**src/rtl/parser_rr_arbiter.sv**
```systemverilog
// Packet-level round-robin arbiter: grants one enabled port a whole head..tail packet,
// forwards it into the shared parser, then waits for the parser to cycle ready_out.
module parser_rr_arbiter #(
  parameter int NUM_PORT = 4,
  parameter int PORT_W   = 2,
  parameter int DW       = 134
) (
  input  logic                   clk,
  input  logic                   reset,
  input  logic [NUM_PORT-1:0]    in_valid,
  input  logic [NUM_PORT*DW-1:0] in_data,
  output logic [NUM_PORT-1:0]    in_ready,
  input  logic [NUM_PORT-1:0]    port_enable,
  input  logic                   parser_ready,
  output logic                   out_valid,
  output logic [DW-1:0]          out_data,
  output logic [PORT_W-1:0]      grant_port,
  output logic                   err_gap,
  output logic                   err_frame,
  output logic [1:0]             dbg_state
);

  // Handshake: a beat on port i transfers on a clock edge where in_valid[i] & in_ready[i];
  // out_valid is a one-cycle registered strobe with no backpressure from the parser.
  typedef enum logic [1:0] {
    S_IDLE = 2'd0,
    S_FWD  = 2'd1,
    S_WAIT = 2'd2
  } state_e;

  localparam logic [1:0] TYPE_HEAD = 2'b01;
  localparam logic [1:0] TYPE_TAIL = 2'b10;

  state_e              state_q, state_d;
  logic [PORT_W-1:0]   ptr_q, ptr_d;
  logic [PORT_W-1:0]   grant_q, grant_d;
  logic                seen_low_q, seen_low_d;
  logic                out_valid_q, out_valid_d;
  logic [DW-1:0]       out_data_q, out_data_d;
  logic                err_gap_q, err_gap_d;
  logic                err_frame_q, err_frame_d;

  logic [1:0]          beat_type [NUM_PORT];
  logic [NUM_PORT-1:0] req;
  logic [NUM_PORT-1:0] drop;
  logic [NUM_PORT-1:0] ready_c;
  logic                grant_found;
  logic [PORT_W-1:0]   grant_idx;

  always_comb begin
    req  = '0;
    drop = '0;
    for (int i = 0; i < NUM_PORT; i++) begin
      beat_type[i] = in_data[i*DW+DW-2 +: 2];
      req[i]  = in_valid[i] & port_enable[i] & (beat_type[i] == TYPE_HEAD);
      drop[i] = in_valid[i] & port_enable[i] & (beat_type[i] != TYPE_HEAD);
    end
  end

  // Search starts one past the pointer, so the last served port has lowest priority.
  always_comb begin
    logic [PORT_W-1:0] idx;
    grant_found = 1'b0;
    grant_idx   = '0;
    idx         = '0;
    for (int k = 1; k <= NUM_PORT; k++) begin
      idx = PORT_W'((int'(ptr_q) + k) % NUM_PORT);
      if (!grant_found && req[idx]) begin
        grant_found = 1'b1;
        grant_idx   = idx;
      end
    end
  end

  always_comb begin
    state_d     = state_q;
    ptr_d       = ptr_q;
    grant_d     = grant_q;
    seen_low_d  = seen_low_q;
    out_valid_d = 1'b0;
    out_data_d  = out_data_q;
    err_gap_d   = 1'b0;
    err_frame_d = 1'b0;
    ready_c     = '0;
    case (state_q)
      S_IDLE: begin
        ready_c     = drop;
        err_frame_d = |drop;
        if (parser_ready && grant_found) begin
          ready_c[grant_idx] = 1'b1;
          out_valid_d        = 1'b1;
          out_data_d         = in_data[int'(grant_idx)*DW +: DW];
          grant_d            = grant_idx;
          seen_low_d         = 1'b0;
          state_d            = S_FWD;
        end
      end
      S_FWD: begin
        if (!parser_ready) seen_low_d = 1'b1;
        ready_c[grant_q] = 1'b1;
        if (in_valid[grant_q]) begin
          out_valid_d = 1'b1;
          out_data_d  = in_data[int'(grant_q)*DW +: DW];
          if (beat_type[grant_q] == TYPE_TAIL) begin
            ptr_d   = grant_q;
            state_d = S_WAIT;
          end
        end else begin
          err_gap_d = 1'b1;
        end
      end
      S_WAIT: begin
        if (!parser_ready) seen_low_d = 1'b1;
        if (seen_low_q && parser_ready) state_d = S_IDLE;
      end
      default: state_d = S_IDLE;
    endcase
  end

  always_ff @(posedge clk or negedge reset) begin
    if (!reset) begin
      state_q     <= S_IDLE;
      ptr_q       <= PORT_W'(NUM_PORT - 1);
      grant_q     <= '0;
      seen_low_q  <= 1'b0;
      out_valid_q <= 1'b0;
      out_data_q  <= '0;
      err_gap_q   <= 1'b0;
      err_frame_q <= 1'b0;
    end else begin
      state_q     <= state_d;
      ptr_q       <= ptr_d;
      grant_q     <= grant_d;
      seen_low_q  <= seen_low_d;
      out_valid_q <= out_valid_d;
      out_data_q  <= out_data_d;
      err_gap_q   <= err_gap_d;
      err_frame_q <= err_frame_d;
    end
  end

  assign in_ready   = reset ? ready_c : '0;
  assign out_valid  = out_valid_q;
  assign out_data   = out_data_q;
  assign grant_port = grant_q;
  assign err_gap    = err_gap_q;
  assign err_frame  = err_frame_q;
  assign dbg_state  = state_q;

endmodule

```
**config.mk**
```make
export PLATFORM = sky130hd
export DESIGN_NAME = parser_rr_arbiter
export DESIGN_NICKNAME = d
export VERILOG_FILES = /design/src/rtl/parser_rr_arbiter.sv
export SDC_FILE = /design/constraint.sdc
export NUM_CORES = 1
export LEC_CHECK = 0
export BUFFER_PORTS_ARGS = -buffer_cell sky130_fd_sc_hd__buf_2
export CAP_MARGIN = 25
export CORE_AREA = 5 5 266 268
export CTS_BUF_LIST = sky130_fd_sc_hd__clkbuf_4 sky130_fd_sc_hd__clkbuf_8
export DETAILED_ROUTE_END_ITERATION = 10
export DIE_AREA = 0 0 271 273
export GPL_ROUTABILITY_DRIVEN = 0
export PLACE_DENSITY = 0.41
export SLEW_MARGIN = 10
export SYNTH_ARGS = -nofsm -noshare
export SYNTH_HDL_FRONTEND = slang
export SYNTH_SLANG_ARGS = --single-unit
```
**constraint.sdc**
```tcl
create_clock -name clk -period 2.6 [get_ports clk]
set_input_delay 0.52 -clock clk [delete_from_list [all_inputs] [get_ports clk]]
set_output_delay 0.52 -clock clk [all_outputs]
set_load 0.01 [all_outputs]
```
* After elaboration in Yosys (flattened, before gate mapping)
Cells that the tools add are included.
** Cells by class
- Eq/ne operators :: 16
- Shift-type cells :: 2
- $add $sub $neg :: 4
- Reductions and logical operators :: 20
- Bitwise logic cells :: 14
- Muxes and demuxes :: 45
- $mul :: 2
- Magnitude comparators :: 9
** Operator list (count)
- 536-bit by 11-bit indexed part select with 134-bit output :: 2
- 134-bit two-way mux :: 2
- 134-bit one-hot mux with 2 select lines :: 1
- 2-bit two-way mux :: 10
- 2-bit by 3-bit less-than comparator with 1-bit output (second input constant) :: 6
- 2-bit by 7-bit multiplier with 9-bit output (second input constant) :: 2
- 1-bit two-way mux :: 18
- 1-bit bitwise AND :: 12
- 1-bit binary-select mux with 2-bit select :: 5
- 2-bit by 1-bit equality test with 1-bit output (second input constant) :: 5
- 2-bit inequality test (second input constant) :: 5
- 3-bit AND reduction :: 3
- 4-bit two-way mux :: 2
- 2-bit by 1-bit inequality test with 1-bit output (second input constant) :: 4
- 4-bit one-hot mux with 2 select lines :: 1
- 1-bit logical AND :: 7
- 2-bit one-hot mux with 3 select lines :: 1
- 2-bit by 1-bit adder with 2-bit output (second input constant) :: 2
- 2-bit adder (second input constant) :: 2
- 2-bit binary-select mux with 2-bit select :: 1
- 1-bit demux with 2-bit select :: 2
- 2-bit equality test (second input constant) :: 2
- 2-bit by 1-bit greater-or-equal comparator with 1-bit output (second input constant) :: 2
- 4-bit bitwise OR :: 1
- other kinds (10) :: 14
** Word-level totals
- Bits of input ports :: 547
- Word-level logic and storage cells :: 120
- Output and inout port bits :: 145
- Flip-flop bits (word level) :: 144

* Logic depth before layout (Yosys ltp)
Gate-level depths: netlist (run 1).
- Word-level depth :: 22
- Depth in mapped cells :: 11
- Gate-level depth less buffers :: 8

* Worst setup path before layout (run 1)
Ideal clock, no wire load.
- Path kind :: input to output
- From :: input in_data[267]
- To :: output in_ready[1]
- Data required time :: 2.080 ns
- Setup slack :: 0.051 ns
- Data arrival time :: 2.029 ns
- Path buffers :: 2
- Cell stages on the path :: 8
- Cells stage by stage :: and4b_1 -> a21oi_1 -> o31a_1 -> buf_2 -> clkbuf_1 -> nor3_1 -> o21ai_0 -> a21boi_0
** Between the ends
- Cells in the longest elaborated chain, start to end :: 22
- Elaborated cells between the ends (all ways) :: 36
- Those cells by class :: order compare (2); eq/ne (2); mux (21); bitwise (3); reduce/logical (8)
** RTL lines
- from (decl) :: RTL line 11 : input logic [NUM_PORT*DW-1:0] in_data,
- 2-bit by 1-bit equality test with 1-bit output :: RTL line 55 : req[i] = in_valid[i] & port_enable[i] & (beat_type[i] == TYPE_HEAD);
- 1-bit bitwise AND :: RTL line 55
- 1-bit binary-select mux with 2-bit select :: RTL line 68 : if (!grant_found && req[idx]) begin
- 1-bit two-way mux (implied by the code) :: RTL line 68
- 1-bit two-way mux :: RTL line 68
- 1-bit logical NOT :: RTL line 68
- 1-bit logical AND :: RTL line 68
- 1-bit two-way mux :: RTL line 68
- (+6 left out)
- 2-bit by 3-bit less-than comparator with 1-bit output (implied by the code) or 2-bit by 1-bit greater-or-equal comparator with 1-bit output (tied branches) :: RTL line 90 : ready_c[grant_idx] = 1'b1;
- 1-bit logical AND (implied by the code) :: RTL line 90
- 1-bit two-way mux (implied by the code) :: RTL line 90
- 1-bit demux with 2-bit select :: RTL line 90
- 4-bit bitwise OR (no source line)
- 4-bit two-way mux * :: RTL line 89 : if (parser_ready && grant_found) begin
- 4-bit one-hot mux with 2 select lines * :: RTL line 85 : case (state_q)
- 4-bit two-way mux * :: RTL line 142 : assign in_ready = reset ? ready_c : '0;
- to (decl) :: RTL line 12 : output logic [NUM_PORT-1:0] in_ready,
Every way passes the cells marked *; elsewhere a longest branch is shown, timed or not. The select of a mux whose other input is x is not followed.

* Worst setup path after layout (run 1)
- From :: register ptr_q[1]
- To :: output in_ready[0]
** Between the ends
- Cells in the longest elaborated chain, start to end :: 21
- Elaborated cells between the ends (all ways) :: 36
- Those cells by class :: add/sub (4); order compare (2); mux (21); bitwise (1); reduce/logical (8)
** RTL lines
- from (decl) :: RTL line 35 : logic [PORT_W-1:0] ptr_q, ptr_d;
- from (signal assigned) :: RTL line 123 : ptr_q <= PORT_W'(NUM_PORT - 1);
- from (signal assigned) :: RTL line 132 : ptr_q <= ptr_d;
- 2-bit by 1-bit adder with 2-bit output :: RTL line 67 : idx = PORT_W'((int'(ptr_q) + k) % NUM_PORT);
- 1-bit binary-select mux with 2-bit select :: RTL line 68
- 1-bit two-way mux (implied by the code) :: RTL line 68
- 1-bit two-way mux :: RTL line 68
- 1-bit logical NOT :: RTL line 68
- 1-bit logical AND :: RTL line 68
- 1-bit two-way mux :: RTL line 68
- 1-bit logical NOT :: RTL line 68
- (+5 left out)
- 2-bit by 3-bit less-than comparator with 1-bit output (implied by the code) or 2-bit by 1-bit greater-or-equal comparator with 1-bit output (tied branches) :: RTL line 90
- 1-bit logical AND (implied by the code) :: RTL line 90
- 1-bit two-way mux (implied by the code) :: RTL line 90
- 1-bit demux with 2-bit select :: RTL line 90
- 4-bit bitwise OR (no source line)
- 4-bit two-way mux * :: RTL line 89
- 4-bit one-hot mux with 2 select lines * :: RTL line 85
- 4-bit two-way mux * :: RTL line 142
Marked as above.

==> summary.md, run 1 <==
| Metric | Value |
|---|---|
| Number of synthesized flops with an enable pin | `0` |
| Top-area cell type share of the netlist area | `26.76%` |
| CP cell instances | `a21oi_2 > o31a_2 > buf_6 > o31ai_2 > a21oi_1 > nor2b_1 > buf_2` |
| CTS tree | `yes` |
| Mapped Area | `13,280 um^2` |
| Maximum clock path buffer count | `2` |
| Drt via density | `a little over 5` |
| Root buffer cell | `clkbuf_8` |
| Die Y | `273 um` |
| Routed Antenna Nets | `0` |
| Largest net degree at the start of global routing | `127` |
| Share of layout cells above drive strength 1 | `about a third` |
| Comb pwr share | `64.1%` |
| Top_reg_cell synth | `dfrtp_1` |
| Hold Path Depth | `2` |
| Overflow after GRT | `0` |
| Post-route insts no fill | `between 3,000 and 4,000` |
| Final setup viols | `4` |
| Tot GR Track Use | `19.80%` |
| Clk slew on worst S/H paths | `0.09 ns` |
| Critical Path RT | `2.08 ns` |
| Violated checks | `setup timing` |
| Nets | `3,100` |
| Via count | `17,790` |
| Row cnt | `between 90 and 100` |
| Sink Count | `144` |
| Setup Skew | `between 0.02 and 0.03 ns` |
| Maximum VDD drop | `0.6894 mV` |
| Ys async rst share | `100.0%` |
| Yosys warning count | `0` |
| Commonest non-fill, non-tap cell in the layout | `buf_2` |
| Max-Cap Viols | `0` |
| Final TNS setup | `-0.9685 ns` |
| Vias in the first global route | `17,920` |
| Leakage | `9.270 nW` |
| Slowest cell on crit path | `dfstp_2` |
| DP HPWL | `roughly 56,000 um` |
| Buffers & Inverters on Critical Path | `2` |
| Worst-Skew Late Latency | `roughly 0.55 ns` |
| Area of the core | `68,110 um^2` |
| CTS Buf Count | `17` |
| Drt initial violations | `approximately 1,300` |
| Startpoint Class | `flop` |
| Unrepaired setup endpoints after global routing | `yes` |
| Area grow syn2layout | `41.87%` |
| Max incr delay on CP | `0.65 ns` |
| GRT met2 Usage | `33.96%` |
| Pwr per Cell Area | `913.4 nW/um^2` |
| Arr. time, crit path | `2.36 ns` |
| Rel. slew slack | `46.03%` |
| Hold Path Class | `input port to flop` |
| # DRC | `0` |
| Gr busiest metal | `met2` |
| GR Layer Usage met1 | `24.61%` |
| Post-layout min period | `2.883 ns` |
| Worst path top cell family by delay | `compound AO/OA/AOI/OAI gates` |
| First-pass GRT wire length | `114,900 um` |
| Synth Area per Inst | `6.931 um^2` |
| Post-Syn Nets | `2,466` |
| Initial Utilization | `19.50%` |
| Clock share of power | `11.8%` |
| Initial antenna violation count | `17` |
| Final hold vios | `0` |
| Status | `finished, violations left` |
| Pre-CTS WS | `-0.3193 ns` |
| Max Freq | `0.3469 GHz` |
| Distinct cells, synth | `48` |
| Reg power frac | `24.0%` |
| RR Endpoint | `out_data[7]` |
| Setup ws final | `-0.2827 ns` |
| Fin util | `27.66%` |
| GR Util met3 | `4.943%` |
| Worst reg2reg path depth | `11` |
| Htree depth | `4` |
| Internal power | `8.409 mW` |
| Synth area leaders | `dfrtp_1 (27%), a21oi_1 (20%), o221ai_1 (8.8%)` |
| Reg2Reg Setup Slack | `0.11 ns` |
| IO Port Bufs | `between 600 and 700` |
| WHS Endpoint | `seen_low_q` |
| Critical Path Sink Type | `output pin` |
| Leading area contributor after synthesis | `dfrtp_1` |
| Synth Instances | `~1,900` |
| Sw Share | `51.13%` |
| CP max FO | `7` |
| Sequential area share after synthesis | `27.15%` |
| FF+latch count, synth | `around 140` |
| CP Class | `flop to output pin` |
| Die Width | `around 270 um` |
| Placed Cells | `between 3,000 and 4,000` |
| Switching power total | `8.799 mW` |
| Drt first pass iters | `6` |
| Most frequent cells in the layout | `buf_2 (689), a21oi_1 (536), inv_1 (270)` |
| Die area | `73,980 um^2` |
| Drt total wl | `about 78,000 um` |
| Worst R2R Start | `ptr_q[0]` |
| Ports | `692` |
| Tcrit/Tclk final | `110.9%` |
| Final Max Slew Viols | `0` |
| Wire per inst | `22.71 um` |
| Worst hold start | `parser_ready` |
| Worst slew pin tran | `between 0.8 and 0.9 ns` |
## cells in the mapped netlist (3+ instances only)
master    number
a21oi_1      537
inv_1        271
nand2_1      145
dfrtp_1      142
o21ai_0      141
a21boi_0     134
o211ai_1     133
o221ai_1     133
clkbuf_1     118
buf_2         69
buf_4         16
nor2_1        12
buf_6          5
nand3_1        4
and4b_1        3
ha_1           3
mux2_2         3
nand2b_1       3
nand4b_1       3
nor2b_1        3
o31ai_1        3
## layout make-up
cell class | instances | area, um^2
tap | 882 | 1104
clock inverter | 9 | 107.6
clock buffer | 23 | 291.5
antenna | 6 | 15.01
timing repair buffer | 824 | 4928
fill | 7619 | 49260
sequential | 144 | 3610
multi-input combinational | 1292 | 7765
inverter | 271 | 1020
## sequential cells by signal, summed over array words and instances (netlist names)
signal      count
grant_port      2
dbg_state       2
out_data      134
err_gap         1
seen_low_q      1
err_frame       1
out_valid       1
ptr_q           2
## timing repair
action,4_1_cts,5_1_grt
endpoints found under the hold margin,4,0
pin swaps,6,4
endpoints found under the setup margin,4,36
gates resized for setup,12,10
gates cloned,0,3
hold buffers,1,0
buffers inserted,2,3
## worst reg2reg max path, delay by kind of cell, from the launching register on
family,cells,cell delay (ns)
compound gates,4,0.57
buf+inv,6,0.98
flops,1,0.54
simple gates,1,0.30
## worst max-delay path by stage
stage	start	to	slack, ns	cells past startpoint
after floorplan	in_data[267]	in_ready[1]	0.05	8
after global placement	in_data[535]	in_ready[3]	-0.32	9
after detailed placement	in_data[535]	in_ready[3]	-0.32	9
after CTS	ptr_q[1]	in_ready[0]	-0.34	7
after global routing	ptr_q[1]	in_ready[2]	-0.43	8
final	ptr_q[1]	in_ready[0]	-0.28	7
## power by group through the flow
stage	registers, mW	clock network [mW]	logic, mW
after global routing	4.25	2.20	12.0
after detailed placement	4.15	0	11.0
after floorplan	4.46	0	5.78
after global placement	4.15	0	10.9
final	4.13	2.04	11.0
after CTS	4.13	2.16	11.0
## layer usage
layer | vias up | share of wire, %
met1 | 8682 | 41
li1 | 8159 | -
met3 | 103 | 7.6
met2 | 829 | 49
met4 | 16 | 2.6
met5 | - | 0.12
## stage by stage
stage               hold slack (ns)  total power [mW]  cell area [um^2]
floorplan                    0.2244             10.25             13280
global placement             0.3425             15.03             18240
detailed placement           0.3426             15.13             18240
CTS                          0.1534             17.30             18700
global route                 0.2085             18.49             18840
finish                       0.2556             17.21             18840
## cell families (layout without fill, tap and decap cells)
| kind of cell | after synthesis | after routing | share of synthesized area, % |
|---|---|---|---|
| AOI/OAI and AO/OA | 1099 | 1099 | 51.15 |
| adders and majority gates | 3 | 3 | 0.2827 |
| muxes | 5 | 5 | 0.4993 |
| buffers and inverters | 480 | 1127 | 14.95 |
| and+or+nand+nor | 185 | 185 | 5.964 |
| other | 0 | 6 | 0 |
| DFF | 144 | 144 | 27.15 |
Note: power is estimated with default switching activity, not from simulation.
==> run 2, diff against run 1 <==
--- a/config.mk
+++ b/config.mk
@@ -12,7 +12,6 @@
 export DETAILED_ROUTE_END_ITERATION = 10
 export DIE_AREA = 0 0 271 273
 export GPL_ROUTABILITY_DRIVEN = 0
-export PLACE_DENSITY = 0.41
 export SLEW_MARGIN = 10
 export SYNTH_ARGS = -nofsm -noshare
 export SYNTH_HDL_FRONTEND = slang
==> run 2 against run 1 <==
Net effect: first-iteration DRC count grew 2.8%; critical endpoint unchanged; clock skew shrank 0.0064 ns; register-to-register slack lost 0.02 ns; critical path type unchanged; clock power is essentially flat; highest routed layer unchanged; wire length shrank 13%; critical path depth grew 1; the flow still finishes with violations (setup timing).
==> summary.md, run 2 (synthesis gave the netlist of run 1 again) <==
| Metric | Value |
|---|---|
| Root buffer cell | `clkbuf_8` |
| Die Y | `273 um (unchanged)` |
| Clk slew on worst S/H paths | `0.11 ns (+0.02 ns)` |
| Tcrit/Tclk final | `109.4% (-1.5 points)` |
| Rel. slew slack | `33.08% (-13 points)` |
| FF/Latch Area | `3610 um^2 (unchanged)` |
| Die area | `73,980 um^2 (unchanged)` |
| Setup ws final | `-0.2443 ns (+0.03838 ns)` |
| Buffers & Inverters on Critical Path | `2 (unchanged)` |
| Max Freq | `0.3516 GHz (+1.3%)` |
| Drt via density | `5.075 (-1.6%)` |
| Comb pwr share | `64.1% (about the same)` |
| Critical Path RT | `2.08 ns (about the same)` |
| Die Width | `271 um (unchanged)` |
| Final hold vios | `0 (unchanged)` |
| Critical Path Sink Type | `output pin` |
| Worst slew pin tran | `1.004 ns (+0.1944 ns)` |
| Power Total | `17.01 mW (-1.2%)` |
| Internal power | `8.379 mW (-0.36%)` |
| Hold_buf cts | `0 (-1)` |
| Switching power total | `8.628 mW (-1.9%)` |
| Htree depth | `4 (unchanged)` |
| CTS tree | `yes` |
| Worst-Skew Late Latency | `0.53 ns (-0.02 ns)` |
| Status | `finished, violations left` |
| Sink Count | `144 (unchanged)` |
| Post-route insts no fill | `3,462 (+0.32%)` |
| Arr. time, crit path | `2.32 ns (-0.04 ns)` |
| Wire per inst | `19.63 um (-14%)` |
| Leakage | `9.299 nW (+0.32%)` |
| Nets | `3,110 (+0.32%)` |
| CP Class | `flop to output pin` |
| Final setup viols | `4 (unchanged)` |
| Final TNS setup | `-0.8776 ns (+0.09086 ns)` |
| Unrepaired setup endpoints after global routing | `yes` |
| Hold WS | `0.06221 ns (-0.1934 ns)` |
| Placed cell area | `18,350 um^2 (+0.59%)` |
| Worst path top cell family by delay | `compound AO/OA/AOI/OAI gates` |
| Maximum VDD drop | `0.4987 mV (-28%)` |
| Drt first pass iters | `6 (unchanged)` |
| Pwr per Cell Area | `897.7 nW/um^2 (-1.7%)` |
| Share of layout cells above drive strength 1 | `34.86% (+0.33 points)` |
| Hold Path Class | `input port to async pin` |
| Initial antenna violation count | `9 (-8)` |
| Max incr delay on CP | `0.57 ns (-0.08 ns)` |
| Placed Cells | `3,415 (+0.32%)` |
| # DRC | `0 (unchanged)` |
| Drt initial violations | `1,324 (+2.8%)` |
| First-pass GRT wire length | `101,800 um (-11%)` |
| CP max FO | `4 (-3)` |
| DP HPWL | `49,990 um (-11%)` |
| Max reg flops | `134 (unchanged)` |
| Worst reg2reg path depth | `10 (-1)` |
| Routed Antenna Nets | `0 (unchanged)` |
| Area grow syn2layout | `42.66%` |
| Violated checks | `setup timing` |
| Pre-CTS WS | `-0.2211 ns (+0.09829 ns)` |
| Startpoint Class | `flop` |
| Via count | `17,570 (-1.2%)` |
| CTS Buf Count | `17 (unchanged)` |
| Setup Skew | `0.02256 ns (-0.006358 ns)` |
| Reg2Reg Setup Slack | `0.09 ns (-0.02 ns)` |
| Final Max Slew Viols | `0 (unchanged)` |
| Multi-input gate area | `7818 um^2 (+0.68%)` |
| Drt total wl | `67,960 um (-13%)` |
| RR Endpoint | `out_data[61]` |
| Vias in the first global route | `17,070 (-4.7%)` |
| Initial Utilization | `19.50% (unchanged)` |
| Fin util | `27.82% (+0.15 points)` |
| Most frequent cells in the layout | `buf_2 (688), a21oi_1 (536), inv_1 (270)` |
| Post-layout min period | `2.844 ns (-0.03838 ns)` |
| Worst R2R Start | `ptr_q[0]` |
| Ports | `692 (unchanged)` |
| Clock share of power | `11.9% (about the same)` |
| Commonest non-fill, non-tap cell in the layout | `buf_2` |
| Slowest cell on crit path | `dfstp_2` |
| Filler Cells Inserted | `7,501 (-1.5%)` |
| Maximum clock path buffer count | `2 (unchanged)` |
| Row cnt | `96 (unchanged)` |
| CP cell instances | `nand2b_4 > nor2_4 > buf_6 > o31a_4 > o31ai_4 > a21oi_1 > nor2b_1 > buf_2` |
| Overflow after GRT | `0 (unchanged)` |
| Reg power frac | `24.0% (about the same)` |
| Area of the core | `68,110 um^2 (unchanged)` |
| Max-Cap Viols | `0 (unchanged)` |
| Tot GR Track Use | `17.21% (-2.6 points)` |
| Largest net degree at the start of global routing | `118 (-7.1%)` |
| IO Port Bufs | `691 (unchanged)` |
| Post-Layout Inst Area | `18,950 um^2 (+0.56%)` |
| Sw Share | `50.73% (-0.40 points)` |
## run 2: cell count changes in the layout (fill, tap and decap cells not counted), moves of 2 or more
cell	previous run	this run
clkinv_2	3	1
o31ai_2	3	1
buf_12	30	33
o31ai_4	0	2
inv_6	1	5
clkbuf_16	2	0
clkbuf_4	4	0
clkinvlp_4	2	4
buf_4	93	105
## run 2: worst max path at each step
stage	end	slack, ns	cells past startpoint	startpoint
floorplan	in_ready[1]	0.05	8	in_data[267]
global placement	in_ready[3]	-0.19	9	in_valid[0]
finish	in_ready[0]	-0.24	8	ptr_q[0]
CTS	in_ready[2]	-0.34	9	ptr_q[1]
global route	in_ready[0]	-0.42	8	ptr_q[1]
detailed placement	in_ready[3]	-0.22	9	in_valid[0]
## run 2: repair_timing
action                     CTS  global route
resized for setup           18             9
setup buffers                4             5
setup endpoints to repair    4             4
pin swaps                   10            11
## run 2: layer usage
| metal | vias to the layer above | track usage, % | wire [um] |
|---|---|---|---|
| li1 | 8184 | - | - |
| met1 | 8329 | 21.48 | 27370 |
| met2 | 927 | 27.94 | 32110 |
| met3 | 124 | 4.934 | 5961 |
| met4 | 4 | 7.076 | 2486 |
| met5 | - | 0 | 27 |
## run 2: final cells by class
class / count / area share (%)
Antenna cell: 7 / 0.09246
Multi-Input combinational cell: 1292 / 41.26
Sequential cell: 144 / 19.05
Tap cell: 882 / 5.825
Inverter: 271 / 5.382
Clock buffer: 20 / 1.453
Clock inverter: 12 / 0.6340
Timing Repair Buffer: 834 / 26.30
## run 2: power groups by stage
stage | Combinational (mW) | Clock (mW) | Sequential [mW]
after detailed placement | 10.8 | 0 | 4.08
after floorplan | 5.78 | 0 | 4.46
after global routing | 11.9 | 2.20 | 4.20
after CTS | 10.8 | 2.15 | 4.06
final | 10.9 | 2.02 | 4.08
after global placement | 10.7 | 0 | 4.08
==> run 3, diff against run 2 <==
==> constraint.sdc (replaced) <==
create_clock -name clk -period 3 [get_ports clk]
set_input_delay 0.6 -clock clk [delete_from_list [all_inputs] [get_ports clk]]
set_output_delay 0.6 -clock clk [all_outputs]
set_load 0.01 [all_outputs]
==> run 3 against run 2 <==
Net effect: largest cell class unchanged; core utilization fell by 0.77 points; worst setup slack better by 0.31 ns; register-to-register slack gained 0.41 ns; the run now ends clean; combinational power fell by 17%.
==> summary.md, run 3 (synthesis gave the netlist of run 1 again) <==
| Metric | Value |
|---|---|
| Sw Share | `50.48% (-0.25 points)` |
| Commonest non-fill, non-tap cell in the layout | `buf_2` |
| Critical Path RT | `2.40 ns (+0.32 ns)` |
| Maximum VDD drop | `0.5280 mV (+5.9%)` |
| Pre-CTS WS | `-0.2543 ns (-0.03325 ns)` |
| Area grow syn2layout | `38.70%` |
| Wire per inst | `19.93 um (+1.5%)` |
| Final Max Slew Viols | `0 (unchanged)` |
| Tot GR Track Use | `17.11% (-0.097 points)` |
| Nets | `3,048 (-2.0%)` |
| Die Y | `273 um (unchanged)` |
| Drt via density | `5.076 (about the same)` |
| Drt first pass iters | `5 (-1)` |
| Comb pwr share | `62.4% (-1.7 points)` |
| Rel. slew slack | `47.32% (+14 points)` |
| Post-Layout Inst Area | `18,420 um^2 (-2.8%)` |
| Placed cell area | `17,780 um^2 (-3.1%)` |
| Power Total | `14.56 mW (-14%)` |
| Hold Path Depth | `2` |
| Overflow after GRT | `0 (unchanged)` |
| Drt total wl | `67,650 um (-0.45%)` |
| Tcrit/Tclk final | `97.75%` |
| Vias in the first global route | `16,840 (-1.4%)` |
| Max reg flops | `134 (unchanged)` |
| Pwr per Cell Area | `790.6 nW/um^2 (-12%)` |
| Initial Utilization | `19.50% (unchanged)` |
| Row cnt | `96 (unchanged)` |
| Unrepaired setup endpoints after global routing | `yes` |
| Worst slew pin tran | `0.7902 ns (-0.2137 ns)` |
| DP HPWL | `48,010 um (-4.0%)` |
| Worst-Skew Late Latency | `0.53 ns (about the same)` |
| Setup Skew | `0.02040 ns (-0.002162 ns)` |
| CP max FO | `5 (+1)` |
| Status | `completed` |
| Final setup viols | `0 (-4)` |
| Root buffer cell | `clkbuf_8` |
| Startpoint Class | `input port` |
| CP Class | `input port to output pin` |
| Critical Path Sink Type | `output pin` |
| Final TNS setup | `0 ns (+0.8776 ns)` |
| FF/Latch Area | `3610 um^2 (unchanged)` |
| Die Width | `271 um (unchanged)` |
| Initial antenna violation count | `5 (-4)` |
| First-pass GRT wire length | `100,800 um (-1.0%)` |
| Via count | `17,230 (-1.9%)` |
| Most frequent cells in the layout | `buf_2 (690), a21oi_1 (535), inv_1 (270)` |
| Max Freq | `0.3410 GHz` |
| Largest net degree at the start of global routing | `134 (+14%)` |
| Final hold vios | `0 (unchanged)` |
| Htree depth | `4 (unchanged)` |
| CTS tree | `yes` |
| IO Port Bufs | `691 (unchanged)` |
| RR Endpoint | `out_data[88]` |
| Share of layout cells above drive strength 1 | `33.27% (-1.6 points)` |
| CTS Buf Count | `17 (unchanged)` |
| Worst reg2reg path depth | `9 (-1)` |
| Clk slew on worst S/H paths | `0.09 ns (-0.02 ns)` |
| Ports | `692 (unchanged)` |
| Reg power frac | `24.3% (+0.3 points)` |
| WHS Endpoint | `seen_low_q` |
| Sink Count | `144 (unchanged)` |
| Setup ws final | `0.06762 ns (+0.3119 ns)` |
| # DRC | `0 (unchanged)` |
| Internal power | `7.211 mW (-14%)` |
| Clock share of power | `13.3% (+1.4 points)` |
| Switching power total | `7.352 mW (-15%)` |
| Worst R2R Start | `ptr_q[1]` |
| Drt initial violations | `1,230 (-7.1%)` |
| Leakage | `9.001 nW (-3.2%)` |
| Arr. time, crit path | `2.33 ns (about the same)` |
| Reg2Reg Setup Slack | `0.50 ns (+0.41 ns)` |
| Worst hold start | `parser_ready` |
| Post-layout min period | `2.932 ns` |
| Maximum clock path buffer count | `2 (unchanged)` |
| Filler Cells Inserted | `7,549 (+0.64%)` |
| Die area | `73,980 um^2 (unchanged)` |
| Max-Cap Viols | `0 (unchanged)` |
| Hold Path Class | `input port to flop` |
| Routed Antenna Nets | `0 (unchanged)` |
| Multi-input gate area | `7830 um^2 (+0.16%)` |
| Area of the core | `68,110 um^2 (unchanged)` |
==> run 3: cell types whose count changed in the layout (fill, tap and decap cells not counted), moves of 2 or more <==
cell        previous run  this run
diode_2                7         3
clkinvlp_4             4         1
buf_2                688       690
bufinv_16              1         4
buf_6                  8         2
buf_12                33        26
buf_4                105        53
==> run 3: through the flow <==
stage               instances  util (%)  hold WS [ns]
CTS                      3388     26.93        0.2535
finish                   3395     27.05        0.3457
detailed placement       3352     26.11        0.4409
floorplan                1916         -        0.3044
global route             3394     27.04        0.3001
global placement         3352     26.11        0.4413
==> run 3: worst max-delay path by stage <==
stage | from | depth (start not counted) | endpoint
3_3_place_gp | in_data[133] | 9 | in_ready[3]
2_1_floorplan | in_data[267] | 8 | in_ready[1]
3_5_place_dp | in_data[133] | 9 | in_ready[3]
6_report | in_data[535] | 8 | in_ready[3]
4_1_cts | ptr_q[1] | 7 | in_ready[3]
5_1_grt | ptr_q[1] | 7 | in_ready[0]
==> run 3: final cells by class <==
cell class	instances	share of cell area (%)
Sequential cell	144	19.60
Clock buffer	20	1.460
Clock inverter	11	0.9577
Antenna cell	3	0.04076
Tap cell	882	5.991
Inverter	271	5.536
Timing Repair Buffer	772	23.91
Multi-Input combinational cell	1292	42.51
==> run 3: what timing repair did <==
action,in CTS,in global routing
pin swaps,2,11
endpoints found under the setup margin,4,4
resized for setup,14,10
buffers inserted,5,4
hold buffers,1,0
endpoints found under the hold margin,4,0
==> run 3: power by group through the flow <==
stage                     combinational [mW]  clock [mW]  sequential (mW)
after CTS                               9.02        2.07             3.53
after detailed placement                8.96           0             3.55
final                                   9.09        1.93             3.54
after global placement                  8.87           0             3.56
after global routing                    9.91        2.10             3.65
after floorplan                         5.01           0             3.87
==> run 3: per-layer routing <==
| layer | GRT usage [%] | vias to the layer above | routed length [um] |
|---|---|---|---|
| met5 | 0 | - | 27 |
| met4 | 7.386 | 4 | 2809 |
| met3 | 4.715 | 119 | 5746 |
| met2 | 27.79 | 904 | 31700 |
| met1 | 21.32 | 8153 | 27370 |
| li1 | - | 8053 | - |
==> run 3: critical path, stage by stage <==
cell and delay (ns):
buf_2 0.11, nand4b_2 0.34, a211o_1 0.40, and3_4 0.23, nor3_2 0.09, o21ai_1 0.10, a21boi_2 0.27, buf_2 0.19
